$ cat src/rtl/vc_test_rand_delay.sv
// -----------------------------------------------------------------------------
// vc_test_rand_delay
//
// Single-entry val/rdy stage for unit-test harnesses. It accepts one message,
// holds it for a pseudo-random number of cycles (0..p_max_delay), then offers
// it downstream. Content and order are preserved. The delay sequence is fixed
// by p_seed, so a given seed always reproduces the same timing.
//
// Handshake: a transfer happens on a rising edge where valid and ready are both
// high. The sender never waits on ready before raising valid. Once valid is
// raised, the message stays unchanged until it transfers. Ready may depend
// combinationally on the receiver's ready (in_rdy follows out_rdy in HOLD).
// Valid never depends on ready.
//
// Parameters:
//   p_msg_nbits  message width in bits
//   p_max_delay  largest inserted delay in cycles (0..255)
//   p_seed       non-zero reset value of the 16-bit LFSR
//
// Ports:
//   clk        rising-edge clock
//   reset      synchronous, active-high reset
//   in_val     upstream message valid
//   in_rdy     stage can take a message this cycle
//   in_msg     upstream message
//   out_val    buffered message is valid downstream
//   out_rdy    downstream ready
//   out_msg    buffered message (meaningful only while out_val is high)
//   dbg_state  current FSM state (0 IDLE, 1 DELAY, 2 HOLD)
// -----------------------------------------------------------------------------
module vc_test_rand_delay #(
    parameter int unsigned p_msg_nbits = 1,
    parameter int unsigned p_max_delay = 0,
    parameter logic [15:0] p_seed      = 16'h0001
) (
    input  logic                   clk,
    input  logic                   reset,
    input  logic                   in_val,
    output logic                   in_rdy,
    input  logic [p_msg_nbits-1:0] in_msg,
    output logic                   out_val,
    input  logic                   out_rdy,
    output logic [p_msg_nbits-1:0] out_msg,
    output logic [1:0]             dbg_state
);

    typedef enum logic [1:0] {
        ST_IDLE  = 2'd0,
        ST_DELAY = 2'd1,
        ST_HOLD  = 2'd2
    } state_t;

    state_t                 state_q, state_d;
    logic [15:0]            lfsr_q, lfsr_d;
    logic [7:0]             count_q, count_d;
    logic [p_msg_nbits-1:0] buf_q, buf_d;

    logic [15:0]            lfsr_next;
    logic [7:0]             delay_new;
    logic                   in_fire;

    // Fibonacci LFSR, taps 16/14/13/11 (bits 15, 13, 12, 10).
    assign lfsr_next = {lfsr_q[14:0], lfsr_q[15] ^ lfsr_q[13] ^ lfsr_q[12] ^ lfsr_q[10]};

    // Delay for a message accepted this cycle. It uses the LFSR value before
    // the advance. A 9-bit modulus lets p_max_delay = 255 divide by 256.
    generate
        if (p_max_delay == 0) begin : g_no_delay
            assign delay_new = 8'd0;
        end else begin : g_mod_delay
            localparam logic [8:0] MODULUS = 9'(p_max_delay + 1);
            assign delay_new = 8'({1'b0, lfsr_q[7:0]} % MODULUS);
        end
    endgenerate

    assign in_fire = in_val && in_rdy;

    always_comb begin
        state_d = state_q;
        lfsr_d  = lfsr_q;
        count_d = count_q;
        buf_d   = buf_q;
        in_rdy  = 1'b0;
        out_val = 1'b0;

        case (state_q)
            ST_IDLE: begin
                in_rdy = 1'b1;
            end
            ST_DELAY: begin
                // count is at least 1 here; the last delay cycle moves on to HOLD.
                count_d = count_q - 8'd1;
                if (count_q == 8'd1) begin
                    state_d = ST_HOLD;
                end
            end
            ST_HOLD: begin
                out_val = 1'b1;
                // The slot frees up in the same cycle the message leaves.
                in_rdy  = out_rdy;
                if (out_rdy) begin
                    state_d = ST_IDLE;
                end
            end
            default: begin
                state_d = ST_IDLE;
            end
        endcase

        // While reset is high, neither side may see a handshake.
        if (reset) begin
            in_rdy  = 1'b0;
            out_val = 1'b0;
        end

        // A new message overrides the IDLE or HOLD next state chosen above.
        if (in_val && in_rdy) begin
            buf_d   = in_msg;
            count_d = delay_new;
            lfsr_d  = lfsr_next;
            state_d = (delay_new == 8'd0) ? ST_HOLD : ST_DELAY;
        end
    end

    always_ff @(posedge clk) begin
        if (reset) begin
            state_q <= ST_IDLE;
            lfsr_q  <= p_seed;
            count_q <= 8'd0;
            buf_q   <= '0;
        end else begin
            state_q <= state_d;
            lfsr_q  <= lfsr_d;
            count_q <= count_d;
            buf_q   <= buf_d;
        end
    end

    assign out_msg   = buf_q;
    assign dbg_state = state_q;

    // in_fire is kept as a named term for waveform readability.
    logic unused_ok;
    assign unused_ok = in_fire;

endmodule

$ cat config.mk
export PLATFORM = sky130hd
export DESIGN_NAME = vc_test_rand_delay
export DESIGN_NICKNAME = d
export VERILOG_FILES = /design/src/rtl/vc_test_rand_delay.sv
export SDC_FILE = /design/constraint.sdc
export NUM_CORES = 1
export LEC_CHECK = 0
export BUFFER_PORTS_ARGS = -buffer_cell sky130_fd_sc_hd__buf_2
export CAP_MARGIN = 10
export CORE_AREA = 2 2 39 41
export CTS_BUF_LIST = sky130_fd_sc_hd__clkbuf_8
export CTS_CLUSTER_DIAMETER = 120
export DETAILED_ROUTE_END_ITERATION = 8
export DIE_AREA = 0 0 41 43
export HOLD_SLACK_MARGIN = 0.03
export SYNTH_ARGS = -nofsm -noshare
export SYNTH_HDL_FRONTEND = slang
export SYNTH_SLANG_ARGS = --single-unit
$ cat constraint.sdc
create_clock -name clk -period 1.06 [get_ports clk]
set_input_delay 0.106 -clock clk [delete_from_list [all_inputs] [get_ports clk]]
set_output_delay 0.106 -clock clk [all_outputs]
set_load 0.01 [all_outputs]
==> impl_metrics.tcl <==
set metrics [dict create \
    p_comb_frac 0.092 \
    clock_latency_ns 0.21 \
    die_x_um 41 \
    finalMaxSlewViolations 0 \
    postSynthAreaPerCell_um2 7.70 \
    outcome "completed" \
    crit_path_end_kind "output pin" \
    clock-sinks 2 \
    critPathLaunchType "flop" \
    seqCellArea_um2 40.0 \
    rows 14 \
    multi_input_area_um2 51.3 \
    die_h_um 43 \
    dpl_cell_area_um2 153 \
    wirelength_um 245 \
    htreeDepth 1 \
    syn_inst 13 \
    dp.cells 36 \
    fin_crit_sh 0.948 \
    p_sw_frac 0.180 \
    track_usage 0.0330 \
    place_hpwl_um 188 \
    cp_max_fo 4 \
    fin_util 0.142 \
    grt_pass1_wl_um 276 \
    tns_ns 0 \
    grt_max_degree 5 \
    synth_area_um2 100 \
    clockBufferDepth 2 \
    power.switching_mw 0.0744 \
    clock_skew_ns 0.000894 \
    start_util 0.0723 \
    areaGrowthSynthToFinish_pct 96.2 \
    crit_arrival_ns 0.90 \
    synth-seq-cells 2 \
    p_int_mw 0.338 \
    rsz0062_at_grt "no" \
    hold_viol 0 \
    port_buffers 8 \
    post_cts_buffers 0 \
    cts_buffers 3 \
    met3_length_um 34 \
    dieArea_mm2 0.00176 \
    synth_nets 18 \
    leakage_nw 0.0958 \
    grt_pass1_vias 90 \
    cap_violations 0 \
    maxUsedRoutingLayer "met3" \
    via_per_inst 2.95 \
    ios 10 \
    clkPwrFrac 0.707 \
    antenna_found_initial 0 \
    drt-met1-wl_um 94 \
    synth_seq_area_share 0.400 \
    vias 115 \
    synthDistinctLibCells 9 \
    setup_viol 0 \
    gr-total-overflow 0 \
    powerDensity_mw_per_mm2 2100 \
    wl_per_cell_um 6.28 \
    clock.fmax_ghz 0.996 \
    fin_area_um2 196 \
    postRouteAntennaNets 0 \
    cp.required_ns 0.95 \
    n_antenna_cell 0 \
    finalCriticalPeriod_ns 1.00 \
    ir_drop_v 0.000208 \
    drt-initial-drc-count 2 \
    final_cell_mix "buf_2 (8), nor2_1 (3), clkbuf_8 (3), dfxtp_1 (2)" \
    gp_congestion 0.418 \
    cts_tree "done" \
    path_class "reg2out" \
    root_buffer "clkbuf_8" \
    fp.coreArea_mm2 0.00138 \
    fin_cells 39 \
    ys_warn_count 0 \
    dr.pass1.iters 2 \
    hp-class "in2reg" \
    n_fill_cell 162 \
    clk_pin_slew_ns 0.03 \
    drive_above_1_share 0.565 \
    drc 0 \
    met2_wirelength_um 117 \
    whs_ns 0.102 \
    p_seq_frac 0.200 \
    mostFrequentLayoutCell "buf_2" \
    nNetsFinal 30 \
]
[registers in the layout, indices dropped and copies added (netlist names)]
register   cells
dbg_state      1
out_msg        1
[repair_timing]
action	4_1_cts	5_1_grt
hold endpoints to repair	0	0
hold buffers	0	0
gates resized for setup	1	0
endpoints found under the setup margin	1	0
[layer usage]
metal	up-vias	GRT usage
met4	0	0.100
met5	-	0
met2	8	0.0344
met3	0	0.0157
met1	48	0.0127
li1	59	-
[worst max-delay path, cell delays in order (launching register included)]
cell,delay [ns]
dfxtp_1,0.31
nor2b_2,0.20
nor2_1,0.05
buf_2,0.13
[cells in the mapped netlist (all sizes together)]
cell type | count | area share
a21oi | 1 | 0.088
buf | 1 | 0.075
conb | 1 | 0.037
dfxtp | 2 | 0.40
inv | 1 | 0.037
nand3b | 1 | 0.075
nor2 | 3 | 0.11
nor2b | 2 | 0.12
o21ai | 1 | 0.050
[power by group through the flow]
| stage | Clock [mW] | Sequential, mW | Combinational, mW |
|---|---|---|---|
| after floorplan | 0 | 0.0861 | 0.0187 |
| after global placement | 0 | 0.0834 | 0.0372 |
| after detailed placement | 0 | 0.0837 | 0.0377 |
| after CTS | 0.304 | 0.0828 | 0.0386 |
| after global routing | 0.311 | 0.0831 | 0.0432 |
| final | 0.292 | 0.0827 | 0.0382 |
[path summary, 6_finish.rpt]
check | startpoint | endpoint | slack (ns) | cells past startpoint
worst max-delay path | dbg_state[1]$_SDFFE_PP0P_ | in_rdy | 0.06 | 3
worst min-delay path | reset | out_msg$_SDFFE_PP0P_ | 0.10 | 2
worst max register to register | dbg_state[1]$_SDFFE_PP0P_ | out_msg$_SDFFE_PP0P_ | 0.24 | 3
worst min register to register | out_msg$_SDFFE_PP0P_ | out_msg$_SDFFE_PP0P_ | 0.50 | 2
[final cells by class]
cell class | count | share of cell area
Multi-Input combinational cell | 9 | 0.261
Clock buffer | 3 | 0.210
Sequential cell | 2 | 0.204
Timing Repair Buffer | 8 | 0.204
Tap cell | 16 | 0.102
Inverter | 1 | 0.0191
[kinds of logic after synthesis]
kind of cell / count (synthesis) / share of synthesized area
AOI/OAI and AO/OA: 2 / 0.137
buffers and inverters: 2 / 0.112
DFF: 2 / 0.400
other: 1 / 0.0375
and+or+nand+nor: 6 / 0.313
[through the flow]
stage	setup WS (ns)	total power, mW
final	0.0556	0.413
after global routing	0.0000815	0.437
after CTS	0.0408	0.425
after detailed placement	0.164	0.121
after global placement	0.183	0.121
after floorplan	0.171	0.105
Power figures use the tool's default switching activity.
